### config.mk
export PLATFORM = sky130hd
export DESIGN_NAME = fsm_check_seq
export DESIGN_NICKNAME = d
export VERILOG_FILES = /design/src/rtl/fsm_check_seq.sv
export SDC_FILE = /design/constraint.sdc
export NUM_CORES = 1
export LEC_CHECK = 0
export CAP_MARGIN = 20
export CELL_PAD_IN_SITES_DETAIL_PLACEMENT = 1
export CELL_PAD_IN_SITES_GLOBAL_PLACEMENT = 2
export CORE_MARGIN = 4
export CORE_UTILIZATION = 25
export DETAILED_ROUTE_END_ITERATION = 12
export PLACE_DENSITY_LB_ADDON = 0.1
export SLEW_MARGIN = 20
export SYNTH_ARGS = -nofsm -noshare
export SYNTH_HDL_FRONTEND = slang
export SYNTH_SLANG_ARGS = --single-unit
### constraint.sdc
create_clock -name clk -period 2.8 [get_ports clk]
set_clock_uncertainty 0.2 [all_clocks]
set_input_delay 0.56 -clock clk [delete_from_list [all_inputs] [get_ports clk]]
set_output_delay 0.56 -clock clk [all_outputs]
set_load 0.01 [all_outputs]
### src/rtl/fsm_check_seq.sv
// fsm_check_seq: step sequencer that qualifies an attached 2/4/5/6/7 state
// machine against a built-in golden transition model.
//
// Ports:
//   clk, reset       clock (rising edge), asynchronous active-low reset
//   start            run request, sampled in IDLE only
//   pattern, len     'a' bit sequence (bit 0 first) and step count, captured
//                    on start; len is clamped to PAT_W
//   dut_state        current state returned by the machine under test
//   dut_a, dut_en    'a' input and one-step-per-cycle enable to the machine
//   dut_res_n        active-low reset to the machine (flop, resets to 0)
//   busy, done       run in progress / one-cycle end-of-run pulse
//   pass             last run had zero mismatches
//   err_count        mismatches in the last run (saturating)
//   err_step         check index of the first mismatch
//
// Build option: define FSM_CHECK_STOP_ON_ERR_EN to end a run at the first
// mismatch; left undefined, every run executes all len steps.
module fsm_check_seq #(
  parameter int unsigned PAT_W = 16,
  parameter int unsigned CNT_W = 5
) (
  input  logic             clk,
  input  logic             reset,
  input  logic             start,
  input  logic [PAT_W-1:0] pattern,
  input  logic [CNT_W-1:0] len,
  input  logic [2:0]       dut_state,
  output logic             dut_a,
  output logic             dut_en,
  output logic             dut_res_n,
  output logic             busy,
  output logic             done,
  output logic             pass,
  output logic [CNT_W-1:0] err_count,
  output logic [CNT_W-1:0] err_step
);

  localparam int unsigned      IDX_W   = (PAT_W > 1) ? $clog2(PAT_W) : 1;
  localparam logic [CNT_W-1:0] LEN_MAX = CNT_W'(PAT_W);
  localparam logic [CNT_W-1:0] CNT_SAT = {CNT_W{1'b1}};
  localparam logic [2:0]       G_INIT  = 3'd2;

  typedef enum logic [2:0] {
    S_IDLE,
    S_INIT,
    S_CHK,
    S_STEP,
    S_FIN
  } state_t;

  state_t           state_q, state_d;
  logic [PAT_W-1:0] pat_q;
  logic [CNT_W-1:0] len_q;
  logic [CNT_W-1:0] idx_q;
  logic [2:0]       g_q;
  logic             cur_a_c;
  logic             mismatch_c;

  // Golden transition model; unused codes hold.
  function automatic logic [2:0] gold_next(input logic [2:0] s, input logic a);
    logic [2:0] n;
    n = s;
    case (s)
      3'd2:    n = 3'd6;
      3'd7:    n = 3'd5;
      3'd5:    n = 3'd4;
      3'd4:    n = a ? 3'd6 : 3'd2;
      3'd6:    n = a ? 3'd7 : 3'd5;
      default: n = s;
    endcase
    return n;
  endfunction

  assign cur_a_c    = pat_q[idx_q[IDX_W-1:0]];
  assign mismatch_c = (dut_state != g_q);

  // State register.
  always_ff @(posedge clk or negedge reset) begin
    if (!reset) state_q <= S_IDLE;
    else        state_q <= state_d;
  end

  // Next-state and state-decoded outputs.
  always_comb begin
    state_d = state_q;
    busy    = 1'b0;
    done    = 1'b0;
    dut_en  = 1'b0;
    dut_a   = 1'b0;
    case (state_q)
      S_IDLE: if (start) state_d = S_INIT;
      S_INIT: begin
        busy    = 1'b1;
        state_d = S_CHK;
      end
      S_CHK: begin
        busy = 1'b1;
`ifdef FSM_CHECK_STOP_ON_ERR_EN
        if (mismatch_c || idx_q == len_q) state_d = S_FIN;
        else                              state_d = S_STEP;
`else
        if (idx_q == len_q) state_d = S_FIN;
        else                state_d = S_STEP;
`endif
      end
      S_STEP: begin
        busy    = 1'b1;
        dut_en  = 1'b1;
        dut_a   = cur_a_c;
        state_d = S_CHK;
      end
      S_FIN: begin
        done    = 1'b1;
        state_d = S_IDLE;
      end
      default: state_d = S_IDLE;
    endcase
  end

  // Run capture, golden model, error bookkeeping and machine reset.
  always_ff @(posedge clk or negedge reset) begin
    if (!reset) begin
      dut_res_n <= 1'b0;
      pat_q     <= '0;
      len_q     <= '0;
      idx_q     <= '0;
      g_q       <= '0;
      pass      <= 1'b0;
      err_count <= '0;
      err_step  <= '0;
    end else begin
      // Machine is held in reset for exactly the INIT cycle.
      dut_res_n <= (state_d != S_INIT);
      case (state_q)
        S_IDLE: begin
          if (start) begin
            pat_q     <= pattern;
            len_q     <= (len > LEN_MAX) ? LEN_MAX : len;
            idx_q     <= '0;
            err_count <= '0;
            err_step  <= '0;
          end
        end
        S_INIT: g_q <= G_INIT;
        S_CHK: begin
          if (mismatch_c) begin
            if (err_count != CNT_SAT) err_count <= err_count + CNT_W'(1);
            if (err_count == '0)      err_step  <= idx_q;
          end
        end
        S_STEP: begin
          g_q   <= gold_next(g_q, cur_a_c);
          idx_q <= idx_q + CNT_W'(1);
        end
        S_FIN: pass <= (err_count == '0);
        default: ;
      endcase
    end
  end

endmodule

==> flow_summary.toml <==
[status]
status = "finished clean"

[floorplan]
core_sq_um = 8260
rows = 33
die-area_sq_um = 10100
die_width_microns = 101
pin_count = 43
start_util_pct = 25.9
die_h_microns = 101

[route]
dr.pass1.iters = 4
ant_nets = 0
drc = 0
post_drt_wl_per_cell_microns = 14.4
wirelength_mm = 5.51
via_per_inst = 4.46
drtIter0Drc = 30
via_count = 1705

[critical_path]
rr_endpoint = "err_count[3]"
crit_type = "register to output pin"
reg2reg_depth = 6
r2r_start = "err_count[0]"
crit_fanout = 3
arrival_ps = 1900
cp-end-kind = "output pin"
critPathLaunchType = "register"
r2r_slack_ps = 580
worstPathRequired_ps = 2040

[synthesis]
synthesis.nets = 256
synth_edf_count = 0
syn_area_sq_um = 2140
ys_async_sr_fraction_pct = 100
synth_top_area_share_pct = 51.4
avgSynthCellArea_sq_um = 9.51
synthCells = 225
synthTopCellsByArea = "dfrtp_1 (51%), nand2_1 (13%), mux2i_1 (3.3%)"
ys_warn_count = 0
ys_dominant_reg_cell = "dfrtp_1"
synth_top_area_cell = "dfrtp_1"
ys_seq_elements = 44
yosysSeqAreaShare_pct = 51.4
ys_types = 36

[placed_design]
gp_congestion = 0.722
hpwl_mm = 4.12
place_area_sq_um = 2730
port-buffer-count = 42

[global_routing]
grt_max_degree = 45
grt_pass1_vias = 1800
grt.total_usage_pct = 11.5
overflow = 0
antenna_found_initial = 0
grt_pass1_wl_mm = 9.18

[cells_and_area]
layout_commonest_cell = "nand2_1"
nNetsFinal = 307
multiInputGateArea_sq_um = 961
antenna_cells = 0
final_cell_mix = "nand2_1 (74), dfrtp_1 (43), clkdlybuf4s50_1 (40)"
area_growth_pct = 33.4
fillCellCount = 954
drive_gt1_share_pct = 10.8
postLayoutCellArea_sq_um = 2860
ff_latch_area_sq_um = 1100

[pwr]
cellLeakagePower_uw = 0.00130
total_power_uw = 3000
ir_worst_vdd_mv = 0.277
power.density_nw_per_um2 = 1050

[clocking]
cts_root_buffer = "clkbuf_8"
ctsHtreeMaxLevel = 2
holdBufCountCts = 0
path_clk_slew_ps = 90
cts_made_buffers = 5
cts_max_path_buffers = 2
clkLatencyLatePin_ps = 290
clock_sinks = 44
cts_tree = "built"

[timing]
finalMaxSlewViolations = 0
hold_viol = 0
min_period_ps = 2660
rsz0062_at_grt = "no"
max_freq_mhz = 377
setup_viol = 0
final.setup.tns_ps = 0
relSlewSlack_pct = 50.5
worstMarginPinSlew_ps = 743
finalCritPeriodShare_pct = 94.8

[flow_run]
drv_cap = 0

[min_path]
hold_class = "input pin to asynchronous set/reset pin"
-- report_power, final --
group	leakage (uW)	internal, uW	switching, uW
combinational	0.000675	655	678
sequential	0.000563	890	238
clock	0.0000645	315	220
-- through the flow --
stage / hold slack (ps) / std cells / setup WS (ps) / utilization, %
3_3_place_gp: 266 / 374 / -2.17 / 33.0
6_report: 135 / 382 / 144 / 34.6
3_5_place_dp: 266 / 374 / 7.56 / 33.0
4_1_cts: 165 / 382 / 71.9 / 34.6
5_1_grt: 187 / 382 / 23.3 / 34.6
2_1_floorplan: 64.4 / 225 / 374 / -
-- routing by layer --
layer | global-route usage (%) | part of all wire (%) | vias up | wire length, microns
li1 | - | - | 851 | -
met1 | 16.2 | 50 | 816 | 2760
met2 | 17.8 | 45 | 34 | 2470
met3 | 2.91 | 4.2 | 4 | 233
met4 | 2.80 | 0.83 | 0 | 46
met5 | 0 | 0 | - | 0
-- state kept, by name, indices dropped and copies added (netlist names) --
register and cells:
dut_res_n 1, pass 1, err_count 5, len_q 5
state_q 3, idx_q 5, pat_q 16, g_q 3
err_step 5
-- cell usage after synthesis (3+ instances only) --
library cell  instances
nor2_1                7
inv_1                10
nor2b_1               3
o21ai_0              12
nand3_1               7
nand2_1              74
dfrtp_1              44
ha_1                  4
mux2i_1               7
a31oi_1               4
a21oi_1               3
xnor2_1               8
clkbuf_1              7
nand3b_1              5
mux4_2                3
-- logic make-up after synthesis --
group	Yosys count	share of synthesized area, %
and+or+nand+nor	108	23.0
DFF	44	51.4
AOI/OAI and AO/OA	27	7.71
buffers and inverters	20	3.92
muxes	12	7.48
xor gates and xnor gates	10	4.09
adders and majority gates	4	2.34
-- worst max-delay path: stages, from the launching register on --
cell	delay [ps]
dfrtp_2	410
mux4_2	510
mux2_2	290
a22oi_2	200
nor2_1	60
buf_2	140
-- what timing repair did --
action                                  in CTS  in global routing
setup buffers                                0                  0
endpoints found under the setup margin       1                  1
gates resized for setup                      5                  1
gates cloned                                 0                  0
hold endpoints to repair                     0                  0
pin swaps                                    1                  0
-- worst max-delay path by stage --
stage / startpoint / to
after floorplan: idx_q[0] / dut_a
after global placement: idx_q[0] / dut_a
after detailed placement: idx_q[0] / dut_a
after CTS: idx_q[0] / dut_a
after global routing: idx_q[0] / dut_a
final: idx_q[0] / dut_a
-- area by class of cell --
| class | count | area share (%) |
|---|---|---|
| multi-input cells | 161 | 33.7 |
| clock inverters | 1 | 1.05 |
| clock buffers | 7 | 3.37 |
| well taps | 105 | 4.60 |
| inverters | 11 | 1.45 |
| repair buffers | 53 | 17.3 |
| flip-flops and latches | 44 | 38.6 |
Note: power is estimated with default switching activity, not from simulation.
